`src/rtl/rom_download_ctrl.sv`:
```
// ROM/expansion download sequencer: moves ioctl bytes into the SDRAM write port,
// one byte per refresh slot, optionally mirrored into both banks, and flags loaded pages.
module rom_download_ctrl #(
    parameter logic [8:0] DEFAULT_PAGE = 9'h1EE,
    parameter logic [8:0] MF2_PAGE     = 9'h1FF
) (
    input  logic        clk_sys,
    input  logic        reset,
    input  logic        ce_ref,
    input  logic        ioctl_download,
    input  logic        ioctl_wr,
    input  logic [24:0] ioctl_addr,
    input  logic [7:0]  ioctl_dout,
    input  logic [7:0]  ioctl_index,
    input  logic [15:0] ioctl_file_ext,
    output logic        ioctl_wait,
    output logic        mem_wr,
    output logic [22:0] mem_addr,
    output logic [1:0]  mem_bank,
    output logic [7:0]  mem_dout,
    output logic        map_wr,
    output logic [7:0]  map_addr,
    output logic        busy
);

    typedef enum logic [1:0] {
        IDLE,
        SLOT_WAIT,
        WRITE,
        BANK2
    } state_t;

    localparam logic [15:0] EXT_ZZ = 16'h5A5A;
    localparam logic [15:0] EXT_Z0 = 16'h5A30;

    state_t      state_q,    state_d;
    logic        dl_q,       dl_d;
    logic [8:0]  page_q,     page_d;
    logic        combo_q,    combo_d;
    logic        wait_q,     wait_d;
    logic        busy_q,     busy_d;
    logic        mem_wr_q,   mem_wr_d;
    logic [22:0] mem_addr_q, mem_addr_d;
    logic [1:0]  mem_bank_q, mem_bank_d;
    logic [7:0]  mem_dout_q, mem_dout_d;
    logic        map_wr_q,   map_wr_d;
    logic [7:0]  map_addr_q, map_addr_d;

    logic        dl_rise;
    logic [10:0] rom_blk;
    logic        dual_bank;
    logic        finish;

    function automatic logic is_hex_digit(input logic [7:0] c);
        return ((c >= 8'h30) && (c <= 8'h39)) || ((c >= 8'h41) && (c <= 8'h46));
    endfunction

    // 'A'..'F' have low nibble 1..6, so adding 9 lands on 10..15.
    function automatic logic [3:0] hex_value(input logic [7:0] c);
        return (c <= 8'h39) ? c[3:0] : c[3:0] + 4'd9;
    endfunction

    // Returns {combo, page} chosen by the extension of an expansion file.
    function automatic logic [9:0] ext_decode(input logic [15:0] ext);
        logic [8:0] pg;
        logic       cmb;
        pg  = DEFAULT_PAGE;
        cmb = 1'b0;
        if (is_hex_digit(ext[15:8])) pg[7:4] = hex_value(ext[15:8]);
        if (is_hex_digit(ext[7:0]))  pg[3:0] = hex_value(ext[7:0]);
        if (ext == EXT_ZZ) begin
            pg = 9'h000;
        end else if (ext == EXT_Z0) begin
            pg  = 9'h000;
            cmb = 1'b1;
        end
        return {cmb, pg};
    endfunction

    // Base ROM set: the four 16 KB images of each bank land in fixed pages.
    function automatic logic [8:0] base_page(input logic [1:0] blk);
        case (blk)
            2'd0:    return 9'h000;
            2'd1:    return 9'h100;
            2'd2:    return 9'h107;
            default: return 9'h1FF;
        endcase
    endfunction

    assign dl_d      = ioctl_download;
    assign dl_rise   = ioctl_download && !dl_q;
    assign rom_blk   = ioctl_addr[24:14];
    assign dual_bank = (ioctl_index[7:6] == 2'b01) || (ioctl_index[5:0] != 6'd0);

    // NOTE: every signal gets its default before any branch, so no path can leave one unassigned and infer a latch.
    always_comb begin
        state_d    = state_q;
        page_d     = page_q;
        combo_d    = combo_q;
        wait_d     = wait_q;
        busy_d     = busy_q;
        mem_wr_d   = mem_wr_q;
        mem_addr_d = mem_addr_q;
        mem_bank_d = mem_bank_q;
        mem_dout_d = mem_dout_q;
        map_wr_d   = 1'b0;
        map_addr_d = map_addr_q;
        finish     = 1'b0;

        case (state_q)
            IDLE: begin
                // wait_q still set in IDLE means the last byte fell outside the base ROM set.
                if (wait_q) begin
                    wait_d = 1'b0;
                end else if (ioctl_wr) begin
                    wait_d = 1'b1;
                    if (ioctl_index == 8'd0) begin
                        if (rom_blk <= 11'd7) begin
                            mem_dout_d = ioctl_dout;
                            mem_addr_d = {base_page(rom_blk[1:0]), ioctl_addr[13:0]};
                            mem_bank_d = {1'b0, rom_blk[2]};
                            state_d    = SLOT_WAIT;
                        end
                    end else begin
                        mem_dout_d = ioctl_dout;
                        mem_addr_d = {page_q[8], page_q[7:0] + ioctl_addr[21:14], ioctl_addr[13:0]};
                        mem_bank_d = {1'b0, &ioctl_index[7:6]};
                        state_d    = SLOT_WAIT;
                    end
                end
            end

            SLOT_WAIT, BANK2: begin
                if (ce_ref) begin
                    mem_wr_d = 1'b1;
                    state_d  = WRITE;
                end
            end

            WRITE: begin
                if (ce_ref) begin
                    mem_wr_d = 1'b0;
                    if (dual_bank && (mem_bank_q == 2'd0)) begin
                        mem_bank_d = 2'd1;
                        state_d    = BANK2;
                    end else begin
                        finish = 1'b1;
                    end
                end
            end

            default: state_d = IDLE;
        endcase

        if (finish) begin
            wait_d  = 1'b0;
            state_d = IDLE;
            if (mem_addr_q[22]) begin
                map_wr_d   = 1'b1;
                map_addr_d = mem_addr_q[21:14];
            end
            // A "Z0" combo file continues into the MF2 page once its first 16 KB is in.
            if (combo_q && (mem_addr_q[13:0] == 14'h3FFF)) begin
                combo_d = 1'b0;
                page_d  = MF2_PAGE;
            end
        end

        if (dl_rise) begin
            page_d  = DEFAULT_PAGE;
            combo_d = 1'b0;
            if (ioctl_index != 8'd0) {combo_d, page_d} = ext_decode(ioctl_file_ext);
        end

        if (dl_rise) begin
            busy_d = 1'b1;
        end else if (!ioctl_download && (state_d == IDLE) && !wait_d) begin
            busy_d = 1'b0;
        end
    end

    // NOTE: reset is synchronous, so it is just the highest-priority branch under the clock edge.
    always_ff @(posedge clk_sys) begin
        if (reset) begin
            // NOTE: state is updated with non-blocking assignments so every flop sees pre-edge values.
            state_q    <= IDLE;
            dl_q       <= 1'b0;
            page_q     <= DEFAULT_PAGE;
            combo_q    <= 1'b0;
            wait_q     <= 1'b0;
            busy_q     <= 1'b0;
            mem_wr_q   <= 1'b0;
            mem_addr_q <= '0;
            mem_bank_q <= '0;
            mem_dout_q <= '0;
            map_wr_q   <= 1'b0;
            map_addr_q <= '0;
        end else begin
            state_q    <= state_d;
            dl_q       <= dl_d;
            page_q     <= page_d;
            combo_q    <= combo_d;
            wait_q     <= wait_d;
            busy_q     <= busy_d;
            mem_wr_q   <= mem_wr_d;
            mem_addr_q <= mem_addr_d;
            mem_bank_q <= mem_bank_d;
            mem_dout_q <= mem_dout_d;
            map_wr_q   <= map_wr_d;
            map_addr_q <= map_addr_d;
        end
    end

    // The write strobe is gated by reset so an aborted write stops in the same cycle.
    assign mem_wr     = mem_wr_q && !reset;
    assign ioctl_wait = wait_q;
    assign mem_addr   = mem_addr_q;
    assign mem_bank   = mem_bank_q;
    assign mem_dout   = mem_dout_q;
    assign map_wr     = map_wr_q;
    assign map_addr   = map_addr_q;
    assign busy       = busy_q;

endmodule

```
`config.mk`:
```
export PLATFORM = sky130hd
export DESIGN_NAME = rom_download_ctrl
export DESIGN_NICKNAME = d
export VERILOG_FILES = /design/src/rtl/rom_download_ctrl.sv
export SDC_FILE = /design/constraint.sdc
export NUM_CORES = 1
export LEC_CHECK = 0
export ABC_AREA = 1
export BUFFER_PORTS_ARGS = -buffer_cell sky130_fd_sc_hd__buf_4
export CAP_MARGIN = 20
export CORE_UTILIZATION = 46
export CTS_CLUSTER_SIZE = 12
export DETAILED_ROUTE_END_ITERATION = 12
export MAX_ROUTING_LAYER = met4
export PLACE_DENSITY = 0.83
export SYNTH_ARGS = -nofsm -noshare
export SYNTH_HDL_FRONTEND = slang
export SYNTH_SLANG_ARGS = --single-unit
```
`constraint.sdc`:
```
create_clock -name clk_sys -period 1.45 [get_ports clk_sys]
set_input_delay 0.29 -clock clk_sys [delete_from_list [all_inputs] [get_ports clk_sys]]
set_output_delay 0.29 -clock clk_sys [all_outputs]
set_load 0.005 [all_outputs]
```
# Word level (Yosys, flattened, before mapping)
# Index checks and enable logic that the tools add are counted.
# classes
n_lt_le_gt_ge	9
eq_ne	16
muxes	50
n_addsub	3
n_reduce_logical	37
bitwise_logic	2
# op_table
op	n
$mux W9	6
$mux W23	2
$eq A16 B15 Y1 const B	2
$mux W2	14
$pmux W9 S3	1
$mux W1	18
$ge A8 B6 Y1 const B	2
$ge A8 B7 Y1 const B	2
$le A8 B6 Y1 const B	2
$le A8 B7 Y1 const B	2
$mux W4	4
$mux W8	2
$eq A14 B14 Y1 const B	1
$le A11 B3 Y1 const B	1
$logic_and A1 B1 Y1	10
$ne A2 B2 Y1 const B	5
$reduce_bool A2 Y1	5
$add A4 B4 Y4 const B	2
$add A8 B8 Y8	1
$logic_not A2 Y1	4
$logic_not A8 Y1	1
$reduce_bool A8 Y1	1
$eq A2 B1 Y1 const B	3
$eq A2 B2 Y1 const B	3
14 further kinds	23
# word_totals
ff_bits	58
input_bits	62

# Longest topological paths before layout
# depth
depth_word	12
depth_mapped	11
depth_no_buf	11

# Worst setup path after synthesis
# OpenSTA, ideal clock, no wires.
# synth_timing
path_kind	register to register
from	register page_q[0]
to	register mem_addr_q[20], in the netlist mem_addr[20]
slack_ps	-150
synth_period_minus_slack_ps	1600
arrival_ps	1530
setup_time_ps	70
stages_incl_launch_ff	10
path_cell_list	dfxtp_1 > ha_1 > inv_1 > fa_1 > inv_1 > nand4_1 > nand3_1 > xnor2_1 > or2_2 > a21oi_1
# synth_between
elab_chain_len	2
# synth_rtl
item	line	source
from (decl)	38	logic [8:0] page_q, page_d;
from (signal assigned)	201	page_q <= page_d;
$add A8 B8 Y8	126	mem_addr_d = {page_q[8], page_q[7:0] + ioctl_addr[21:14], ioctl_addr[13:0]};
$mux W23	117	if (ioctl_index == 8'd0) begin
to (signal assigned)	206	mem_addr_q <= mem_addr_d;
to (decl)	43	logic [22:0] mem_addr_q, mem_addr_d;
# No other way between the ends.
# A chain may end at the register's enable or synchronous reset.

# Final worst setup path
# Same ends and word-level chain as after synthesis.

==> flow_metrics.py <==
metrics = {
    "run_status": {
        "status": "finished, violations left",
        "violations": "setup timing",
    },
    "detailed_routing": {
        "ant_nets": 0,
        "drt-initial-drc-count": 173,
        "wl_per_cell_um": 13.7,
        "route.vias.total": 3611,
        "drt-total-wl_um": 9610,
        "firstDrtPassIters": 4,
        "drc": 0,
        "vias_per_cell": 5.15,
    },
    "timing": {
        "fmax_mhz": 631,
        "worst_slack_ns": -0.135,
        "hold_viol": 0,
        "period_minus_slack_ns": 1.58,
        "slew_viol_final": 0,
        "period_share_pct": 109,
        "fin_skew_ns": 0.00666,
        "rsz0062_at_grt": "true",
        "setup_viol": 4,
    },
    "critical_path": {
        "reg2reg_to": "mem_addr[20]",
        "rrSetupSlack_ns": -0.13,
        "r2r_start": "page_q[0]",
        "crit_required_ns": 1.72,
        "worst_setup_path_start_kind": "flip-flop",
        "end_kind": "flip-flop",
        "rr_worst_depth": 9,
        "arrival_ns": 1.85,
        "criticalPathCategory": "flip-flop to flip-flop",
        "crit_fanout": 3,
    },
    "power": {
        "powerDensity_mw_per_mm2": 914,
        "share_comb_of_total_power_pct": 27.3,
        "switching_power_w": 0.00131,
        "seqPwrFrac_pct": 40.0,
        "power.total_w": 0.00445,
        "internal_power_w": 0.00314,
        "p_leak_nw": 2.39,
        "clockPowerShare_pct": 32.7,
        "p_sw_share_pct": 29.5,
        "irDropWorstVdd_uv": 648,
    },
    "yosys": {
        "yosys.area_share.simple_pct": 30.5,
        "synth_edf_count": 0,
        "synth_ff_type": "dfxtp_1",
        "synth-async-reset-ratio_pct": 0,
        "yosysMostFrequentCell": "nand2_1",
        "synth_top_family_by_area": "simple AND/OR/NAND/NOR gates",
        "ys_ff_latch": 57,
        "syn_area_per_cell_um2": 7.00,
        "synth-adder-area-share_pct": 6.52,
        "synth_nets": 533,
        "syn_area_mm2": 0.00319,
        "netlist_instances": 455,
        "ys_warn_count": 0,
        "synth_area_leaders": "dfxtp_1 36%, nand2_1 13%, a21oi_1 6.9%",
        "synth.distinct_cells": 42,
        "synth-seq-area-share_pct": 35.8,
        "netlist.area_leader.share_pct": 35.8,
        "synth_xor_area_share_pct": 1.92,
        "synthMuxAreaShare_pct": 0,
        "synth_area_leader_cell": "dfxtp_1",
        "synth_compound_area_share_pct": 16.0,
        "synthTopCellsByCount": "107 x nand2_1, 57 x dfxtp_1, 52 x inv_1",
    },
    "place": {
        "hpwl_um": 6670,
        "io_buffers": 105,
        "dpl_cell_area_mm2": 0.00447,
        "gp_congestion": 0.924,
        "place_ws_ns": -0.212,
    },
    "global_routing": {
        "grt.total_usage_pct": 26.5,
        "grt_antenna_before_repair": 0,
        "grt_pass1_vias": 3569,
        "grt_overflow_total": 0,
        "grt_max_degree": 27,
        "grt_pass1_wl_um": 15000,
    },
    "hold_path": {
        "min_from": "reset",
        "hold_path.class": "primary input to flip-flop",
        "hold_path_end": "state_q[1]",
        "min_path_cells": 2,
    },
    "final_layout": {
        "nFillCells": 493,
        "multiInputGateArea_mm2": 0.00192,
        "nets": 697,
        "fin_area_mm2": 0.00486,
        "register_area_mm2": 0.00115,
        "insertedDiodeCount": 0,
        "drive_gt1_share_pct": 40.9,
        "syn_to_final_growth_pct": 52.6,
    },
    "clock_tree": {
        "cts_root_buf": "clkbuf_8",
        "clkLatencyLatePin_ns": 0.33,
        "tritoncts": "done",
        "numCtsBuffers": 9,
        "cts.htree.levels": 3,
        "clk_pin_slew_ns": 0.07,
        "hold_buffers": 0,
        "cts_max_path_buffers": 2,
        "cts.sinks": 57,
    },
    "floorplanning": {
        "die_w_um": 85.2,
        "dieArea_mm2": 0.00727,
        "die_h_um": 85.2,
        "start_util_pct": 48.8,
        "pin_count": 107,
        "rows": 29,
        "coreArea_mm2": 0.00653,
    },
    "run": {
        "drv_cap": 0,
    },
}
## stage by stage
step | hold WS (ns) | setup TNS (ns) | cells | utilization (%)
after CTS | 0.163 | -0.307 | 699 | 71.9
after floorplan | 0.407 | -0.0631 | 455 | -
final | 0.173 | -0.438 | 701 | 74.4
after detailed placement | 0.456 | -4.78 | 683 | 68.4
after global placement | 0.446 | -3.23 | 683 | 68.4
after global routing | 0.177 | -1.04 | 701 | 74.4
## per-layer routing
layer / vias up / global-route usage (%) / part of all wire [%]
met5: - / - / 0
met4: 0 / 14.5 / 2.8
met3: 24 / 3.50 / 4.6
met2: 116 / 47.7 / 53
met1: 1663 / 28.0 / 40
li1: 1808 / - / -
## cell usage in the layout, fill, tap and decap left out, types with 4 or more instances in the layout
cell and count:
a21oi_1 40, a21oi_2 4, buf_4 165, clkbuf_8 10
dfxtp_1 49, dfxtp_2 7, ha_1 11, ha_4 4
inv_1 47, inv_2 8, nand2_1 100, nand2_2 12
nand3_1 22, nand3_2 9, nand4_1 11, nor2_1 35
nor2_4 5, o21ai_0 24, o21ai_1 10, xor2_1 4
## what timing repair did
item                       4_1_cts  5_1_grt
resized for setup                5       43
pin swaps                        6       15
setup endpoints to repair        5       32
setup buffers                    0        2
## state kept, by name, summed over array words and instances (netlist names)
name,cells
combo_q,1
ioctl_wait,1
busy,1
map_addr,8
mem_dout,8
map_wr,1
mem_bank,1
mem_addr,23
dl_q,1
mem_wr_q,1
state_q,2
page_q,9
## worst max-delay path by stage
stage	endpoint	start	cells past startpoint
2_1_floorplan	mem_addr[20]	page_q[0]	9
3_3_place_gp	mem_addr[20]	ioctl_addr[14]	10
3_5_place_dp	mem_addr[20]	ioctl_addr[14]	10
4_1_cts	mem_addr[20]	page_q[0]	9
5_1_grt	mem_addr[20]	page_q[0]	9
6_report	mem_addr[20]	page_q[0]	9
## worst max-delay path, stage by stage, from the launching register on
cell and delay (ns):
dfxtp_2 0.34, ha_4 0.13, inv_2 0.04, fa_2 0.35, inv_2 0.07, nand4_1 0.08, nand3_1 0.10, xnor2_1 0.07
or2_4 0.23, a21oi_2 0.11
## power groups by stage
stage          clock network [W]  logic [W]  registers, W
2_1_floorplan                  0   0.000545       0.00180
3_3_place_gp                   0    0.00105       0.00180
3_5_place_dp                   0    0.00108       0.00180
4_1_cts                  0.00149    0.00111       0.00177
5_1_grt                  0.00155    0.00133       0.00179
6_report                 0.00145    0.00121       0.00178
## final cells by class
class                           instances  share of cell area, %
Multi-Input combinational cell        327                   39.5
Timing Repair Buffer                  168                   26.4
Sequential cell                        57                   23.7
Inverter                               56                   4.37
Clock buffer                           11                   2.91
Tap cell                               77                   1.98
Clock inverter                          5                   1.13
## kinds of logic (layout without fill, tap and decap cells)
logic type	count (synthesis)	after routing
fa+ha+maj	16	16
simple gates	209	209
compound gates	94	94
xor+xnor	7	7
buf+inv	71	240
other cells	1	1
flops	57	57
Power figures use the tool's default switching activity.
